## src/rtl/cnn_pkg.sv

```systemverilog
// Shared fixed-point types, saturation helper and FSM encoding for the CNN
// training datapath blocks.
package cnn_pkg;

    typedef logic signed [15:0] q88_t;
    typedef logic signed [31:0] q1616_t;

    localparam int   FRAC_BITS = 8;
    localparam q88_t Q_MAX     = 16'sh7FFF;
    localparam q88_t Q_MIN     = 16'sh8000;

    typedef enum logic [1:0] {
        S_IDLE,
        S_MASK,
        S_ACCUM,
        S_WRITE
    } kupd_state_e;

    // Callers sign-extend their wide intermediate into 48 bits before clamping.
    function automatic q88_t sat16(input logic signed [47:0] v);
        if (v > 48'sd32767)
            return Q_MAX;
        else if (v < -48'sd32768)
            return Q_MIN;
        else
            return v[15:0];
    endfunction

endpackage

```

## src/rtl/conv_kernel_update_if.sv

```systemverilog
// Request/response bundle between a conv filter's backprop controller and
// its kernel-update unit.
interface conv_kernel_update_if
    import cnn_pkg::*;
#(
    parameter int IN_SIZE     = 4,
    parameter int KERNEL_SIZE = 3
);
    localparam int OUT_SIZE = IN_SIZE - KERNEL_SIZE + 1;

    logic start;
    q88_t input_feature [IN_SIZE][IN_SIZE];
    q88_t conv_out      [OUT_SIZE][OUT_SIZE];
    q88_t dL_dact       [OUT_SIZE][OUT_SIZE];
    q88_t learning_rate;
    q88_t kernel_in     [KERNEL_SIZE][KERNEL_SIZE];
    q88_t kernel_out    [KERNEL_SIZE][KERNEL_SIZE];
    logic busy;
    logic done;

    modport master (
        output start, input_feature, conv_out, dL_dact, learning_rate, kernel_in,
        input  kernel_out, busy, done
    );

    modport slave (
        input  start, input_feature, conv_out, dL_dact, learning_rate, kernel_in,
        output kernel_out, busy, done
    );

endinterface

```

## src/rtl/conv_kernel_update_seq_mac.sv

```systemverilog
// Sequential signed 16x16 multiply-accumulate with synchronous clear and enable.
module seq_mac
    import cnn_pkg::*;
#(
    parameter int ACC_W = 34
) (
    input  logic                    clk,
    input  logic                    rst,
    input  logic                    i_clr,
    input  logic                    i_en,
    input  q88_t                    i_a,
    input  q88_t                    i_b,
    output logic signed [ACC_W-1:0] o_acc
);

    q1616_t                  w_prod;
    logic signed [ACC_W-1:0] r_acc;

    assign w_prod = i_a * i_b;
    assign o_acc  = r_acc;

    always_ff @(posedge clk or negedge rst) begin
        if (!rst)
            r_acc <= '0;
        else if (i_clr)
            r_acc <= '0;
        else if (i_en)
            r_acc <= r_acc + ACC_W'(w_prod);
    end

endmodule

```

## src/rtl/conv_kernel_update.sv

```systemverilog
// Backward pass for one conv filter: ReLU-masked gradient correlated with the
// input image, followed by an SGD step on each of the K*K kernel weights.
module conv_kernel_update
    import cnn_pkg::*;
#(
    parameter int IN_SIZE     = 4,
    parameter int KERNEL_SIZE = 3
) (
    input logic                 clk,
    input logic                 rst,
    conv_kernel_update_if.slave bus
);

    localparam int OUT_SIZE = IN_SIZE - KERNEL_SIZE + 1;
    localparam int NPIX     = OUT_SIZE * OUT_SIZE;
    localparam int ACC_W    = 32 + $clog2(NPIX);
    localparam int KW       = (KERNEL_SIZE > 1) ? $clog2(KERNEL_SIZE) : 1;
    localparam int OW       = (OUT_SIZE > 1) ? $clog2(OUT_SIZE) : 1;
    localparam int IW       = (IN_SIZE > 1) ? $clog2(IN_SIZE) : 1;

    kupd_state_e r_state, w_next;

    q88_t r_in    [IN_SIZE][IN_SIZE];
    q88_t r_cout  [OUT_SIZE][OUT_SIZE];
    q88_t r_dl    [OUT_SIZE][OUT_SIZE];
    q88_t r_delta [OUT_SIZE][OUT_SIZE];
    q88_t r_kin   [KERNEL_SIZE][KERNEL_SIZE];
    q88_t r_stage [KERNEL_SIZE][KERNEL_SIZE];
    q88_t r_kout  [KERNEL_SIZE][KERNEL_SIZE];
    q88_t r_lr;

    logic [KW-1:0] r_m, r_n;
    logic [OW-1:0] r_pi, r_pj;
    logic          r_done;

    logic w_latch, w_mask, w_mac_en, w_write, w_busy;
    logic w_pix_last, w_k_last;

    q88_t                    w_a, w_b;
    logic signed [ACC_W-1:0] w_acc;
    q88_t                    w_grad;
    q1616_t                  w_upd;
    logic signed [47:0]      w_diff;
    q88_t                    w_new;

    assign w_pix_last = (r_pi == OW'(OUT_SIZE - 1)) && (r_pj == OW'(OUT_SIZE - 1));
    assign w_k_last   = (r_m == KW'(KERNEL_SIZE - 1)) && (r_n == KW'(KERNEL_SIZE - 1));

    always_ff @(posedge clk or negedge rst) begin
        if (!rst)
            r_state <= S_IDLE;
        else
            r_state <= w_next;
    end

    always_comb begin
        w_next = r_state;
        unique case (r_state)
            S_IDLE:  if (bus.start) w_next = S_MASK;
            S_MASK:  w_next = S_ACCUM;
            S_ACCUM: if (w_pix_last) w_next = S_WRITE;
            S_WRITE: w_next = w_k_last ? S_IDLE : S_ACCUM;
            default: w_next = S_IDLE;
        endcase
    end

    always_comb begin
        w_latch  = (r_state == S_IDLE) && bus.start;
        w_mask   = (r_state == S_MASK);
        w_mac_en = (r_state == S_ACCUM);
        w_write  = (r_state == S_WRITE);
        w_busy   = (r_state != S_IDLE);
    end

    always_ff @(posedge clk or negedge rst) begin
        if (!rst) begin
            r_m    <= '0;
            r_n    <= '0;
            r_pi   <= '0;
            r_pj   <= '0;
            r_done <= 1'b0;
        end else begin
            r_done <= w_write && w_k_last;
            if (w_mac_en) begin
                if (r_pj == OW'(OUT_SIZE - 1)) begin
                    r_pj <= '0;
                    r_pi <= (r_pi == OW'(OUT_SIZE - 1)) ? '0 : r_pi + 1'b1;
                end else begin
                    r_pj <= r_pj + 1'b1;
                end
            end
            if (w_write) begin
                if (r_n == KW'(KERNEL_SIZE - 1)) begin
                    r_n <= '0;
                    r_m <= (r_m == KW'(KERNEL_SIZE - 1)) ? '0 : r_m + 1'b1;
                end else begin
                    r_n <= r_n + 1'b1;
                end
            end
        end
    end

    // Operand selection: kernel offset (m,n) slides over output pixel (i,j).
    assign w_a = r_in[IW'(r_pi) + IW'(r_m)][IW'(r_pj) + IW'(r_n)];
    assign w_b = r_delta[r_pi][r_pj];

    seq_mac #(
        .ACC_W (ACC_W)
    ) u_mac (
        .clk   (clk),
        .rst   (rst),
        .i_clr (w_write),
        .i_en  (w_mac_en),
        .i_a   (w_a),
        .i_b   (w_b),
        .o_acc (w_acc)
    );

    always_comb begin
        w_grad = sat16(48'(w_acc >>> FRAC_BITS));
        w_upd  = r_lr * w_grad;
        w_diff = 48'(r_kin[r_m][r_n]) - 48'(w_upd >>> FRAC_BITS);
        w_new  = sat16(w_diff);
    end

    always_ff @(posedge clk or negedge rst) begin
        if (!rst) begin
            r_in    <= '{default: '0};
            r_cout  <= '{default: '0};
            r_dl    <= '{default: '0};
            r_delta <= '{default: '0};
            r_kin   <= '{default: '0};
            r_stage <= '{default: '0};
            r_kout  <= '{default: '0};
            r_lr    <= '0;
        end else begin
            if (w_latch) begin
                r_in   <= bus.input_feature;
                r_cout <= bus.conv_out;
                r_dl   <= bus.dL_dact;
                r_kin  <= bus.kernel_in;
                r_lr   <= bus.learning_rate;
            end
            if (w_mask) begin
                for (int unsigned i = 0; i < OUT_SIZE; i++)
                    for (int unsigned j = 0; j < OUT_SIZE; j++)
                        r_delta[i][j] <= (r_cout[i][j] > 16'sd0) ? r_dl[i][j] : '0;
            end
            if (w_write) begin
                r_stage[r_m][r_n] <= w_new;
                // The last weight is still being written to stage, so commit it directly.
                if (w_k_last) begin
                    for (int unsigned a = 0; a < KERNEL_SIZE; a++)
                        for (int unsigned b = 0; b < KERNEL_SIZE; b++)
                            r_kout[a][b] <= (KW'(a) == r_m && KW'(b) == r_n) ? w_new : r_stage[a][b];
                end
            end
        end
    end

    assign bus.kernel_out = r_kout;
    assign bus.busy       = w_busy;
    assign bus.done       = r_done;

endmodule

```

## src/flat_wrapper.sv

```systemverilog
// flat-port wrapper written by rule: the top's interface ports become plain ports
module conv_kernel_update_flat import cnn_pkg::*;
#(
    parameter int IN_SIZE     = 4,
    parameter int KERNEL_SIZE = 3
)
  (clk, rst, bus_start, bus_input_feature, bus_conv_out, bus_dL_dact, bus_learning_rate, bus_kernel_in, bus_kernel_out, bus_busy, bus_done);
  conv_kernel_update_if #(.IN_SIZE(IN_SIZE), .KERNEL_SIZE(KERNEL_SIZE)) bus_i ();
  input logic clk;
  input logic rst;
  input wire logic [$bits(bus_i.start)-1:0] bus_start;
  input wire logic [$bits(bus_i.input_feature)-1:0] bus_input_feature;
  input wire logic [$bits(bus_i.conv_out)-1:0] bus_conv_out;
  input wire logic [$bits(bus_i.dL_dact)-1:0] bus_dL_dact;
  input wire logic [$bits(bus_i.learning_rate)-1:0] bus_learning_rate;
  input wire logic [$bits(bus_i.kernel_in)-1:0] bus_kernel_in;
  output wire logic [$bits(bus_i.kernel_out)-1:0] bus_kernel_out;
  output wire logic [$bits(bus_i.busy)-1:0] bus_busy;
  output wire logic [$bits(bus_i.done)-1:0] bus_done;
  assign bus_i.start = bus_start;
  assign bus_i.input_feature = {>>{bus_input_feature}};
  assign bus_i.conv_out = {>>{bus_conv_out}};
  assign bus_i.dL_dact = {>>{bus_dL_dact}};
  assign bus_i.learning_rate = bus_learning_rate;
  assign bus_i.kernel_in = {>>{bus_kernel_in}};
  assign bus_kernel_out = {>>{bus_i.kernel_out}};
  assign bus_busy = bus_i.busy;
  assign bus_done = bus_i.done;
  conv_kernel_update #(.IN_SIZE(IN_SIZE), .KERNEL_SIZE(KERNEL_SIZE)) u_core (.clk(clk), .rst(rst), .bus(bus_i));
endmodule
```

## config.mk

```make
export PLATFORM = sky130hd
export DESIGN_NAME = conv_kernel_update_flat
export DESIGN_NICKNAME = d
export VERILOG_FILES = /design/src/rtl/cnn_pkg.sv /design/src/rtl/conv_kernel_update_if.sv /design/src/rtl/conv_kernel_update_seq_mac.sv /design/src/rtl/conv_kernel_update.sv /design/src/flat_wrapper.sv
export SDC_FILE = /design/constraint.sdc
export NUM_CORES = 2
export LEC_CHECK = 0
export CAP_MARGIN = 0
export CELL_PAD_IN_SITES_DETAIL_PLACEMENT = 0
export CELL_PAD_IN_SITES_GLOBAL_PLACEMENT = 1
export CORE_UTILIZATION = 31
export DETAILED_ROUTE_END_ITERATION = 7
export PLACE_DENSITY_LB_ADDON = 0.1
export RECOVER_POWER = 25
export SLEW_MARGIN = 20
export SYNTH_ARGS = -nofsm -noshare
export SYNTH_HDL_FRONTEND = slang
export SYNTH_HIERARCHICAL = 1
export SYNTH_SLANG_ARGS = --single-unit
```

## constraint.sdc

```tcl
create_clock -name clk -period 24.6 [get_ports clk]
set_clock_uncertainty 0.15 [all_clocks]
set_input_delay 2.46 -clock clk [delete_from_list [all_inputs] [get_ports clk]]
set_output_delay 2.46 -clock clk [all_outputs]
set_load 0.03 [all_outputs]
```

[After elaboration in Yosys (flattened, before gate mapping)]
Cells that the tools add are included.
Word-level totals
  input bits: 547
  register bits: 939
  output and inout bits: 146
  logic and storage cells: 180
Cells by class
  bitwise operators: 6
  multiply operators: 2
  equal/unequal tests: 11
  muxes and demuxes: 50
  add/subtract/negate cells: 8
  magnitude comparators: 16
  reductions and logical operators: 24
Operators by type and width (number)
  $mux W16: 25
  $bwmux W144: 1
  $mux W48: 3
  $bmux W64 S2: 1
  $mux W64: 2
  $bmux W48 S2: 1
  $demux W48 S2: 1
  $mux W32: 3
  $mux W34: 2
  $bmux W16 S2: 2
  $gt A16 B1 Y1 const B: 4
  $mul A16 B16 Y32: 2
  $gt A48 B16 Y1 const B: 1
  $lt A48 B16 Y1 const B: 1
  $add A34 B32 Y34: 1
  $demux W16 S2: 1
  $gt A26 B16 Y1 const B: 1
  $lt A26 B16 Y1 const B: 1
  $sub A16 B24 Y25: 1
  $logic_and A1 B1 Y1: 15
  $ge A3 B3 Y1 const B: 4
  $not A2 Y3: 4
  $mux W2: 5
  $eq A2 B2 Y1 const B: 4
  other kinds (16): 31

[Depth between registers and ports, before layout]
  depth in word-level cells: 12
  mapped depth: 40
  gate-level depth less buffers: 37

[Hierarchy]
Netlist, hierarchy kept.
By module, submodules not included
  conv_kernel_update: times used 1, cells each 4010, area each 47654.5 µm²
  seq_mac: times used 1, cells each 1358, area each 12753.5 µm²

[Worst setup path before layout]
OpenSTA, ideal clock, no wires.
  path type: reg-to-reg
  start: reg u_core.u_mac.r_acc[29], in the netlist u_core/u_mac/o_acc[29]
  end: reg u_core/r_stage[115] in the netlist's numbering
  path buffers: 4
  setup time: 0.083 ns
  cell stages (with the launch flop): 38
  setup slack: 14.640 ns
  data arrival time: 9.727 ns
  required time: 24.367 ns
  cell sequence: dfrtp_1 > nand4_1 > o31ai_1 > clkbuf_1 > a21o_1 > buf_1 > nand2_1 > fa_1 > fa_1 > fa_1 > inv_1 > fa_1 > fa_1 > inv_1 > fa_1 > inv_1 > ha_1 > and3_1 > [2 not listed] > o211ai_1 > o31a_1 > a21bo_2 > a211oi_1 > o21bai_1 > xnor2_1 > ha_1 > nand2_1 > o21ai_0 > mux2_2 > a311oi_1 > o211ai_1 > nor3_1 > a41o_1 > buf_2 > buf_6 > a21oi_4 > o21ai_0
Between the ends
  word-level cells in the longest chain between the ends: 9
  elaborated cells on any way between the ends: 11
  those cells by class: 1 x add/sub; 1 x mul; 4 x order compare; 5 x mux
RTL lines
  start, declared: RTL line conv_kernel_update_seq_mac.sv:17  | logic signed [ACC_W-1:0] r_acc;
  start signal, assigned: RTL line conv_kernel_update_seq_mac.sv:28  | r_acc <= r_acc + ACC_W'(w_prod);
  $lt A26 B16 Y1: RTL line cnn_pkg.sv:23  | else if (v < -48'sd32768)
  $mux W16: RTL line cnn_pkg.sv:23
  $mux W16 *: RTL line cnn_pkg.sv:21  | if (v > 48'sd32767)
  $mul A16 B16 Y32 *: RTL line conv_kernel_update.sv:121  | w_upd = r_lr * w_grad;
  $sub A16 B24 Y25 *: RTL line conv_kernel_update.sv:122  | w_diff = 48'(r_kin[r_m][r_n]) - 48'(w_upd >>> FRAC_BITS);
  $lt A48 B16 Y1: RTL line cnn_pkg.sv:23
  $mux W16: RTL line cnn_pkg.sv:23
  $mux W16 *: RTL line cnn_pkg.sv:21
  $bwmux W144 *: RTL line conv_kernel_update.sv:150  | r_stage[r_m][r_n] <= w_new;
  end signal, assigned by index: RTL line conv_kernel_update.sv:150
  end, declared: RTL line conv_kernel_update.sv:28  | q88_t r_stage [KERNEL_SIZE][KERNEL_SIZE];
Every way passes the cells marked *; elsewhere a longest branch is shown, timed or not.
A chain may end at the register's enable or synchronous reset.

==> flow_summary.toml <==
[final_layout]
final_util_pct = 38.2
nets = 7286
drive_gt1_share_pct = 15.2
area_growth_pct = 22.2
fill_cells = 19000
layout_common_cells = "dfrtp_1, clkdlybuf4s50_1, nand2_1"
mostFrequentLayoutCell = "dfrtp_1"

[floorplan]
io_pins = 693
die_y_um = 443
dieArea_sq_um = 197000
core_area_sq_um = 193000
initial_core_util_pct = 31.3
die_w_um = 443
placementRows = 161

[drt]
dr.pass1.iters = 6
drt_wl_total_um = 218000
drtIter0Drc = 2315
drc = 0
drt.antenna.violating_nets = 0
viasPerCell = 4.89
dr_total_vias = 42000
routedWlPerCell_um = 25.4

[synth]
mappedNetlistNets = 6689
synth_area_sq_um = 60400
synth_cells = 5368
ys_dominant_reg_cell = "dfrtp_1"
synth-edff-count = 0
synth_area_leaders = "dfrtp_1, fa_1, mux2_2, ha_1, nand2_1"
avgSynthCellArea_sq_um = 11.3
synth_top_area_cell = "dfrtp_1"
ys_ff_latch = 923
ys_types = 82
synth_warnings = 6
async_flop_share_pct = 100
yosys.area.top_type_share_pct = 38.2
yosysSeqAreaShare_pct = 38.2

[status]
status = "finished, violations left"
violations = "capacitance limit, slew limit"

[setup_path]
cp-end-kind = "asynchronous set/reset pin"
crit_fanout = 135
crit_cells = 2
critical_path_required_ns = 23.47
ff2ff_path_depth = 33
critPathSlowestCell = "clkbuf_1"
cp_top_family = "buffers and inverters"
cp_num_buf_inv = 2
max_stage_delay_ns = 5.40
worstPathCellList = "clkbuf_1 > clkbuf_1"
cp_common_cell = "clkbuf_1"
critPathKind = "in -> async"
arrival_ns = 11.90
worstSetupStartpointType = "input pin"

[timing]
setup_viol = 0
fmax_mhz = 76.7
period_share_pct = 53.0
rsz0062_at_grt = "no"
finalCriticalPeriod_ns = 13.03
maxSlewViolCount = 674
setup-tns-final_ns = 0
worstMarginPinSlew_ns = 7.52
final_hold_viol_count = 0
slew_headroom_pct = -401

[placement]
gp_congestion = 0.916
detailed_place_hpwl_um = 169000
portBuffers = 692

[clock_network]
holdBufCountCts = 0
root_buffer = "clkbuf_16"
post_cts_buffers = 0
cts_buffer_depth = 3
clk_transition_reported_paths_ns = 0.06
cts_tree = "done"
cts_made_buffers = 110
cts.sinks = 923
clk_latency_ns = 0.78
htreeDepth = 3
cts-resized-gates = 0

[global_route]
grt_use_total_pct = 22.4
grt_overflow = 0
grt_pass1_wl_um = 324000
antenna_found_initial = 67
grt_start_max_net_pins = 136
first_global_vias = 45300

[min_path]
hold_class = "reg -> reg"
hold_depth = 2

[job]
cap_violations = 16
[stage by stage]
| step | instances | setup WS, ns | instance area, sq um | hold WS [ns] |
|---|---|---|---|---|
| 4_1_cts | 8577 | 12.84 | 73900 | 0.319 |
| 3_3_place_gp | 8377 | 13.03 | 70200 | 0.300 |
| 3_5_place_dp | 8377 | 12.84 | 70200 | 0.306 |
| 5_1_grt | 8583 | 9.42 | 73800 | 0.341 |
| 2_1_floorplan | 5368 | 14.64 | 60400 | 0.295 |
| 6_report | 8587 | 11.57 | 73800 | 0.314 |
[per-layer routing]
metal	vias up	GRT usage, %	share of wire, %
met5	-	0	0.24
met4	82	4.42	1.9
met3	280	4.97	5.2
met2	877	37.8	49
met1	21900	29.5	43
li1	18800	-	-
[cells by family after synthesis]
family / Yosys count / share of synthesized area, %
simple gates: 1322 / 9.98
fa+ha+maj: 774 / 23.1
mux: 694 / 14.6
xor+xnor: 82 / 1.19
flops: 923 / 38.2
buf+inv: 941 / 5.93
compound gates: 632 / 6.97
[flip-flops by register name, indices dropped and copies added (netlist names)]
signal                 count
u_core/r_delta            64
u_core/bus.done            1
u_core/r_lr               16
u_core/r_pj                1
u_core/bus.kernel_out    144
u_core/r_state             2
u_core/r_m                 2
u_core/r_stage           128
u_core/r_dl               64
u_core/r_n                 2
u_core/r_in              256
u_core/u_mac/o_acc        34
u_core/r_kin             144
u_core/r_pi                1
u_core/r_cout             64
[Yosys cell counts (116+ instances only)]
cell,count
dfrtp_1,923
nand2_1,679
inv_1,662
fa_1,567
mux2_2,546
clkbuf_1,247
ha_1,207
and2_1,178
nor2_1,156
a21oi_1,154
o21ai_0,146
nand3_1,116
[final cells by class]
class | count | area [sq um] | share of cell area (%)
multi-input combinational | 3504 | 33900 | 45.9
tap | 2526 | 3160 | 4.28
sequential | 923 | 23100 | 31.3
clock buffer | 170 | 3240 | 4.39
clock inverter | 30 | 463 | 0.627
inverter | 663 | 2490 | 3.38
timing repair buffer | 763 | 7430 | 10.1
antenna | 8 | 20.0 | 0.0271
[path summary, 6_finish.rpt]
kind | from | slack [ns] | end
setup / recovery | rst | 11.57 | u_core/r_cout[51]
hold / removal | u_core/bus.kernel_out[142] | 0.31 | u_core/bus.kernel_out[142]
setup reg to reg | u_core/u_mac/o_acc[29] | 13.13 | u_core/r_stage[34]
hold reg to reg | u_core/bus.kernel_out[142] | 0.31 | u_core/bus.kernel_out[142]
max in group clk | u_core/u_mac/o_acc[29] | 13.13 | u_core/r_stage[34]
min in group asynchronous | rst | 3.50 | u_core/r_stage[38]
Power is left out: the tool's default activity adds up to more than one toggle a clock period on the data nets, which glitch-free logic cannot reach.
